## src/rtl/bkram_pkg.sv

```systemverilog
// Shared types and geometry helpers for the backup-RAM transfer sequencer.
package bkram_pkg;

  typedef enum logic [1:0] {
    IDLE,
    REQ,
    XFER,
    DONE
  } state_e;

  typedef enum logic {
    DIR_LOAD,
    DIR_SAVE
  } dir_e;

  function automatic int calcSw(input int ramAw, input int sectAw);
    return ramAw - sectAw;
  endfunction

  function automatic int slotWidth(input int slots);
    return (slots > 1) ? $clog2(slots) : 1;
  endfunction

endpackage

```

## src/rtl/bkram_xfer_ctrl.sv

```systemverilog
// Multi-slot BSRAM <-> SD-image sector sequencer with ack timeout and status pulses.
// Optional dirty tracking (save skipped when BSRAM unmodified): define BKRAM_DIRTY_EN.
module bkram_xfer_ctrl
  import bkram_pkg::*;
#(
  parameter int RAM_AW  = 17,
  parameter int SECT_AW = 9,
  parameter int SLOTS   = 4,
  parameter int LBA_W   = 32,
  parameter int ACK_TO  = 2**24,
  localparam int SLW    = slotWidth(SLOTS)
) (
  input  logic             clk_sys_i,
  input  logic             RESET_N_i,
  input  logic [23:0]      ram_mask_i,
  input  logic             bk_ena_i,
  input  logic             load_req_i,
  input  logic             save_req_i,
  input  logic             dl_end_i,
  input  logic [SLW-1:0]   slot_i,
  input  logic             bsram_we_i,
  input  logic             sd_ack_i,
  output logic [LBA_W-1:0] sd_lba_o,
  output logic             sd_rd_o,
  output logic             sd_wr_o,
  output logic             loading_o,
  output logic             busy_o,
  output logic             done_o,
  output logic             error_o,
  output logic             dirty_o
);

  localparam int SW = calcSw(RAM_AW, SECT_AW);
  localparam int CW = $clog2(ACK_TO + 1);

  state_e         state_q, state_d;
  dir_e           dir_q, dir_d;
  logic [SLW-1:0] slot_q, slot_d;
  logic [SW-1:0]  idx_q, idx_d;
  logic [CW-1:0]  cnt_q, cnt_d;
  logic           sdRd_q, sdRd_d;
  logic           sdWr_q, sdWr_d;
  logic           busy_q, busy_d;
  logic           loading_q, loading_d;
  logic           done_q, done_d;
  logic           error_q, error_d;
  logic           dirty_q, dirty_d;
  logic           loadReq_q, saveReq_q, sdAck_q;

  logic           loadRise, saveRise, ackRise, startOk, startLoad;
  logic [SW-1:0]  lastIdx;
  logic [SLW-1:0] slotSel;
  logic [LBA_W-1:0] slotExt;

  assign loadRise  = load_req_i & ~loadReq_q;
  assign saveRise  = save_req_i & ~saveReq_q;
  assign ackRise   = sd_ack_i & ~sdAck_q;
  assign startOk   = bk_ena_i && (ram_mask_i != 24'd0);
  assign startLoad = dl_end_i | loadRise;
  assign lastIdx   = ram_mask_i[RAM_AW-1:SECT_AW];
  assign slotSel   = (SLOTS > 1) ? slot_i : '0;

  // Edge registers track every cycle so a level held through a transfer never retriggers.
  always_ff @(posedge clk_sys_i or negedge RESET_N_i) begin
    if (!RESET_N_i) begin
      loadReq_q <= 1'b0;
      saveReq_q <= 1'b0;
      sdAck_q   <= 1'b0;
    end else begin
      loadReq_q <= load_req_i;
      saveReq_q <= save_req_i;
      sdAck_q   <= sd_ack_i;
    end
  end

  always_ff @(posedge clk_sys_i or negedge RESET_N_i) begin
    if (!RESET_N_i) begin
      state_q   <= IDLE;
      dir_q     <= DIR_LOAD;
      slot_q    <= '0;
      idx_q     <= '0;
      cnt_q     <= '0;
      sdRd_q    <= 1'b0;
      sdWr_q    <= 1'b0;
      busy_q    <= 1'b0;
      loading_q <= 1'b0;
      done_q    <= 1'b0;
      error_q   <= 1'b0;
      dirty_q   <= 1'b0;
    end else begin
      state_q   <= state_d;
      dir_q     <= dir_d;
      slot_q    <= slot_d;
      idx_q     <= idx_d;
      cnt_q     <= cnt_d;
      sdRd_q    <= sdRd_d;
      sdWr_q    <= sdWr_d;
      busy_q    <= busy_d;
      loading_q <= loading_d;
      done_q    <= done_d;
      error_q   <= error_d;
      dirty_q   <= dirty_d;
    end
  end

  always_comb begin
    state_d   = state_q;
    dir_d     = dir_q;
    slot_d    = slot_q;
    idx_d     = idx_q;
    cnt_d     = cnt_q;
    sdRd_d    = sdRd_q;
    sdWr_d    = sdWr_q;
    busy_d    = busy_q;
    loading_d = loading_q;
    done_d    = 1'b0;
    error_d   = 1'b0;
`ifdef BKRAM_DIRTY_EN
    dirty_d   = dirty_q | bsram_we_i;
`else
    dirty_d   = 1'b0;
`endif

    case (state_q)
      IDLE: begin
        if (startOk && (startLoad || saveRise)) begin
          idx_d  = '0;
          cnt_d  = '0;
          busy_d = 1'b1;
          if (startLoad) begin
            dir_d     = DIR_LOAD;
            slot_d    = dl_end_i ? '0 : slotSel;
            loading_d = 1'b1;
            sdRd_d    = 1'b1;
            state_d   = REQ;
          end else begin
            dir_d  = DIR_SAVE;
            slot_d = slotSel;
`ifdef BKRAM_DIRTY_EN
            if (!dirty_q) begin
              state_d = DONE;
            end else begin
              sdWr_d  = 1'b1;
              state_d = REQ;
            end
`else
            sdWr_d  = 1'b1;
            state_d = REQ;
`endif
          end
        end
      end

      REQ: begin
        if (ackRise) begin
          sdRd_d  = 1'b0;
          sdWr_d  = 1'b0;
          state_d = XFER;
        end else if (cnt_q == CW'(ACK_TO - 1)) begin
          sdRd_d    = 1'b0;
          sdWr_d    = 1'b0;
          error_d   = 1'b1;
          busy_d    = 1'b0;
          loading_d = 1'b0;
          state_d   = IDLE;
        end else begin
          cnt_d = cnt_q + CW'(1);
        end
      end

      XFER: begin
        if (!sd_ack_i) begin
          if (idx_q == lastIdx) begin
            state_d = DONE;
          end else begin
            idx_d = idx_q + SW'(1);
            cnt_d = '0;
            if (dir_q == DIR_LOAD) sdRd_d = 1'b1;
            else                   sdWr_d = 1'b1;
            state_d = REQ;
          end
        end
      end

      DONE: begin
        done_d    = 1'b1;
        busy_d    = 1'b0;
        loading_d = 1'b0;
`ifdef BKRAM_DIRTY_EN
        dirty_d   = bsram_we_i;
`else
        dirty_d   = 1'b0;
`endif
        state_d   = IDLE;
      end

      default: state_d = IDLE;
    endcase
  end

`ifndef BKRAM_DIRTY_EN
  logic unusedWe;
  assign unusedWe = bsram_we_i;
`endif

  assign slotExt   = LBA_W'(slot_q);
  assign sd_lba_o  = (slotExt << SW) + LBA_W'(idx_q);
  assign sd_rd_o   = sdRd_q;
  assign sd_wr_o   = sdWr_q;
  assign loading_o = loading_q;
  assign busy_o    = busy_q;
  assign done_o    = done_q;
  assign error_o   = error_q;
  assign dirty_o   = dirty_q;

endmodule

```

## config.mk

```make
export PLATFORM = sky130hd
export DESIGN_NAME = bkram_xfer_ctrl
export DESIGN_NICKNAME = d
export VERILOG_FILES = /design/src/rtl/bkram_pkg.sv /design/src/rtl/bkram_xfer_ctrl.sv
export SDC_FILE = /design/constraint.sdc
export NUM_CORES = 1
export LEC_CHECK = 0
export CORE_UTILIZATION = 50
export DETAILED_ROUTE_END_ITERATION = 10
export PLACE_DENSITY = 0.81
export SYNTH_ARGS = -nofsm -noshare
export SYNTH_HDL_FRONTEND = slang
export SYNTH_SLANG_ARGS = --single-unit
```

## constraint.sdc

```tcl
create_clock -name clk_sys_i -period 2.68 [get_ports clk_sys_i]
set_input_delay 0.536 -clock clk_sys_i [delete_from_list [all_inputs] [get_ports clk_sys_i]]
set_output_delay 0.536 -clock clk_sys_i [all_outputs]
set_load 0.02 [all_outputs]
```

### Yosys cells after proc, flatten, opt, wreduce, memory -nomap -nowiden

Index checks and enable logic that the tools add are counted.
W data, S select, Z words.

| operators by class | value |
|---|---|
| $add $sub $neg | 3 |
| eq/ne operators | 16 |
| muxes and demuxes | 41 |
| bitwise gates (word level) | 7 |
| reductions and logical operators | 16 |

Operator list:

| cell | count |
|---|---|
| $mux W25 | 5 |
| $pmux W25 S3 | 1 |
| $add A25 B1 Y25 const B | 1 |
| $eq A25 B24 Y1 const B | 1 |
| $mux W8 | 3 |
| $reduce_bool A24 Y1 | 1 |
| $ne A2 B2 Y1 const B | 10 |
| $mux W1 | 19 |
| $pmux W8 S2 | 1 |
| $mux W2 | 7 |
| $reduce_and A7 Y1 | 2 |
| $pmux W1 S3 | 4 |
| $add A10 B8 Y11 | 1 |
| $add A8 B1 Y8 const B | 1 |
| $eq A8 B8 Y1 | 1 |
| $pmux W2 S4 | 1 |
| $reduce_and A4 Y1 | 2 |
| $reduce_and A6 Y1 | 1 |
| $reduce_bool A3 Y1 | 2 |
| $reduce_and A5 Y1 | 1 |
| $eq A2 B2 Y1 const B | 2 |
| $and A1 B1 Y1 | 3 |
| $ne A3 B3 Y1 const B | 1 |
| $not A1 Y1 | 3 |
| other kinds (8) | 9 |

| storage, ports and cells | value |
|---|---|
| register bits | 47 |
| output and inout port bits | 39 |
| word-level logic and storage cells | 97 |

### Logic depth before layout (Yosys ltp)

| depth | value |
|---|---|
| depth after elaboration | 7 |
| gate-level depth with buffers | 8 |

### Worst setup path after synthesis

Ideal clock, no wire load.

| timing | value |
|---|---|
| path type | input to register |
| from | input ram_mask_i[14] |
| to | register cnt_q[10] |
| library setup time | 0.128 ns |
| arrival time | 1.936 ns |
| data required time | 2.552 ns |
| path slack | 0.617 ns |
| stages | 7 |
| cell sequence | xor2_1 -> nor4_1 -> a21o_1 -> a211o_1 -> or2_1 -> buf_2 -> mux2_1 |

| between the ends | value |
|---|---|
| longest elaborated chain between the ends | 5 |

RTL lines:

| what | RTL line | source |
|---|---|---|
| from (decl) | bkram_xfer_ctrl.sv:15 | `input logic [23:0] ram_mask_i,` |
| $reduce_bool A24 Y1 | bkram_xfer_ctrl.sv:58 | `assign startOk = bk_ena_i && (ram_mask_i != 24'd0);` |
| $logic_and A1 B1 Y1 | bkram_xfer_ctrl.sv:58 |  |
| $logic_and A1 B1 Y1 | bkram_xfer_ctrl.sv:126 | `if (startOk && (startLoad \|\| saveRise)) begin` |
| $ne A2 B2 Y1 (no source line) | -- |  |
| $reduce_and A6 Y1 (no source line) (*) | -- |  |
| to (signal assigned) | bkram_xfer_ctrl.sv:95 | `cnt_q <= cnt_d;` |
| to (decl) | bkram_xfer_ctrl.sv:40 | `logic [CW-1:0] cnt_q, cnt_d;` |

Mark *: on every way between the ends. The rest lies on a longest branch, timed or not.
A chain may end at the register's enable or synchronous reset.

### Final worst setup path

| timing | value |
|---|---|
| from | input ram_mask_i[9] |
| to | register cnt_q[10] |

Same word-level chain as after synthesis.

==> impl.org <==
** Power
- Summing internal, switching and leakage power gives 2.843 mW.
- In this run the power spent charging and discharging nets is 1.166 mW.
- The worst-case IR drop observed on VDD is 426.1 uV.
- The internal portion of the total power is 1.677 mW.
- Switch share :: 0.4101
- Of the total power, registers draw 0.321.
- Standby leakage power :: 1.561 nW
- In this run the power density over the cells is 777.5 nW/um2.
- Relative contribution of combinational cells to total power :: 0.511
- The share of total power dissipated in the clock network is 0.168.

** Yosys
- After synthesis the cells add up to 2959 um2.
- Yosys mapped a number of flops with a built-in enable equal to 0.
- Part of the Yosys area used for sequential elements :: 0.3975
- Yosys printed 0 warnings.
- The most used flip-flop cell after synthesis is sky130_fd_sc_hd__dfrtp_1.
- Synthesized flop and latch total :: 47
- In this run the mean area of a mapped cell was 9.305 um2.
- The number of different library cells used by synthesis comes to 52.
- Counting every instance in the synthesized netlist gives 318.
- Counting flops with an async set or reset pin after synthesis yields a share of 1.000.

** Drt
- Post-detailed-route DRC marker count :: 0
- The count of nets left with antenna violations once routing finished came out at 0.
- Dividing the detail-routed wire length by the instance count gives 15.17 um.
- Dividing the detail-routed via count by the number of cells gives 5.810.
- The final route contains 2632 vias.
- Routed wire length :: 6.874 mm
- Number of violations reported at the end of detailed-routing iteration 0 :: 274
- The pre-antenna-repair detailed-routing pass consisted of 4 iterations.

** Finish
- Fraction of the core area covered by cells at the end of the flow :: 0.6519
- For this run, the post-layout net count is 420.
- In the final layout, the share of cells above drive strength 1 is 0.1129.
- Relative to the synthesized area, the layout overhead comes to 23.55%.
- The layout has 467 filler cells.
- The number of antenna diodes in the final layout is 0.
- Highest-count cells in the layout ignoring fill and taps :: sky130_fd_sc_hd__dfrtp_1 (47), sky130_fd_sc_hd__clkdlybuf4s50_1 (47), sky130_fd_sc_hd__o31ai_1 (29)

** Setup path
- The worst register-to-register path has a setup slack of 440 ps.
- STA classifies the critical path startpoint as an input port.
- For the worst flop-to-flop path, the logic depth is 7.
- The worst setup path is captured at a flop.
- Worst EP arrival :: 2730 ps
- Critical-path maximum fanout :: 4
- The worst register-to-register path begins at state_q[0]$_DFFE_PN0P_.
- Reg2Reg Capture Point :: idx_q[4]$_DFFE_PN0P_
- STA puts the critical path data required time at 2870 ps.
- WS Path Type :: in2reg

** STA
- Number of setup violations in the final report :: 0
- For this run, the top clock speed supported by timing is 0.3938 GHz.
- The max-slew violation count came to 0.
- Layout Skew :: 6.030 ps
- Setup repair after global routing left no endpoint under its margin.
- The worst path in the final design needs a cycle of 2539 ps, including I/O delays and setup.
- Final Cycle Share :: 0.9475
- The number of failing hold endpoints at the final stage came to 0.

** Clock network
- Hold buffers post-CTS :: 0
- At the later pin of the worst-skew pair, clock insertion delay measures 310 ps.
- Post-CTS repair changed the size of 0 cells.
- CTS Buf Count :: 5
- Sink count of the clock tree :: 47
- The number of setup buffers added after CTS is 0.
- The H-tree generated during clock tree synthesis spans 2 levels.
- The root buffer cell chosen for the clock tree is sky130_fd_sc_hd__clkbuf_8.
- TritonCTS clock tree :: built
- Longest Clk Path Bufs :: 2
- After clock tree synthesis, the clock-pin slew on the worst setup and hold paths is 90 ps.

** Floorplanning
- The floorplan step set the die width to 78.93 um.
- From bottom edge to top edge, the die measures 78.93 um.
- For this design the top-level I/O count stands at 73.
- Row generation in the floorplan step produced 27 rows.
- The die covers 6230 um2.
- In this run the standard cell core region covers 5608 um2.
- For this configuration, the core starts out at a cell density of 0.5277.

** Place
- Routability-driven placement finished with a final weighted congestion of 0.8260.
- Number of buffer cells added on primary ports :: 48
- The wire-length estimate of the detail-placed layout is 5.150 mm.

** Run
- Across the run, the number of max-cap violations was 0.

** Global route
- Entering global routing, the biggest net connects 22 pins.
- The number of global-route vias before repair was 2676.
- The total overflow left after global routing is 0.
- The first global-routing pass estimated 11.79 mm of wire.
- For this run, the total global-route usage over all layers was measured as 0.2398.
- The number of antenna violations at the first check in global routing was 0.

** Outcome
- Result of the run :: completed

** Min path
- The tightest min-delay check is of the in2async type.
[sequential cells by signal (all words and copies together) (netlist names), 2 cells and up]
signal and flops:
slot_q 2, cnt_q 25, idx_q 8, state_q 2
[kinds of logic after synthesis]
logic type | share of synthesized area
other cells | 0.001267
xor+xnor | 0.02368
simple gates | 0.2131
compound gates | 0.2152
flops | 0.3975
mux | 0.02875
fa+ha+maj | 0.02537
buf+inv | 0.09514
[through the flow]
stage	cells	hold slack (ps)	setup TNS [ps]	worst slack [ps]	cell area, um2
floorplan	340	240.4	0	616.9	3042
global placement	445	431.4	-189.0	-65.85	3556
detailed placement	445	431.8	-2239	-175.7	3556
CTS	453	96.53	0	143.6	3656
global route	453	109.5	0	7.252	3656
finish	453	91.78	0	140.7	3656
[synth_stat cells, types with 4 or more instances]
cell type / number / area (um2)
sky130_fd_sc_hd__a21oi_1: 4 / 20.02
sky130_fd_sc_hd__and2_1: 12 / 75.07
sky130_fd_sc_hd__buf_4: 23 / 172.7
sky130_fd_sc_hd__clkbuf_1: 11 / 41.29
sky130_fd_sc_hd__dfrtp_1: 47 / 1176
sky130_fd_sc_hd__ha_1: 6 / 75.07
sky130_fd_sc_hd__inv_1: 14 / 52.55
sky130_fd_sc_hd__mux2i_1: 4 / 40.04
sky130_fd_sc_hd__nand2_1: 27 / 101.4
sky130_fd_sc_hd__nand3_1: 14 / 70.07
sky130_fd_sc_hd__nand3b_1: 4 / 30.03
sky130_fd_sc_hd__nand4_1: 11 / 68.82
sky130_fd_sc_hd__nor2_1: 7 / 26.28
sky130_fd_sc_hd__nor3_1: 5 / 25.02
sky130_fd_sc_hd__nor4_1: 10 / 62.56
sky130_fd_sc_hd__o211ai_1: 6 / 45.04
sky130_fd_sc_hd__o21a_1: 7 / 52.55
sky130_fd_sc_hd__o21ai_0: 14 / 70.07
sky130_fd_sc_hd__o31ai_1: 29 / 217.7
sky130_fd_sc_hd__o41ai_1: 4 / 35.03
sky130_fd_sc_hd__xor2_1: 8 / 70.07
[cell type report]
class | instances | area, um2 | share of cell area
Timing Repair Buffer | 70 | 653.1 | 0.1786
Clock buffer | 8 | 100.1 | 0.02738
Tap cell | 72 | 90.09 | 0.02464
Sequential cell | 47 | 1176 | 0.3217
Inverter | 14 | 52.55 | 0.01437
Multi-Input combinational cell | 242 | 1584 | 0.4333
[how the worst max path moves through the flow]
stage / start / cells past startpoint / slack (ps) / end
finish: ram_mask_i[9] / 8 / 140 / cnt_q[10]$_DFFE_PN0P_
floorplan: ram_mask_i[14] / 7 / 620 / cnt_q[10]$_DFFE_PN0P_
global route: ram_mask_i[9] / 8 / 7 / cnt_q[10]$_DFFE_PN0P_
CTS: ram_mask_i[9] / 8 / 140 / cnt_q[10]$_DFFE_PN0P_
global placement: ram_mask_i[9] / 8 / -70 / cnt_q[14]$_DFFE_PN0P_
detailed placement: ram_mask_i[9] / 8 / -180 / cnt_q[10]$_DFFE_PN0P_
[power by group through the flow]
stage	Sequential (mW)	Clock, mW	Combinational, mW
CTS	0.912	0.485	1.45
global route	0.928	0.512	1.57
global placement	0.919	0	1.41
floorplan	0.993	0	0.858
finish	0.912	0.477	1.45
detailed placement	0.926	0	1.45
[routing by layer]
metal	up-vias	global-route usage	wire length, um
met2	72	0.4113	3510
met4	0	0.1000	111
met5	-	0	0
li1	1270	-	-
met3	16	0.05172	263
met1	1274	0.2911	2988
[worst max-delay path, stage by stage]
cell and delay [ps]:
sky130_fd_sc_hd__clkdlybuf4s50_1 420, sky130_fd_sc_hd__nor4_1 430, sky130_fd_sc_hd__buf_4 180, sky130_fd_sc_hd__nand4_1 120
sky130_fd_sc_hd__o211ai_1 290, sky130_fd_sc_hd__a22o_1 180, sky130_fd_sc_hd__or2_1 210, sky130_fd_sc_hd__mux2_1 340
(Power assumes the default switching activity.)
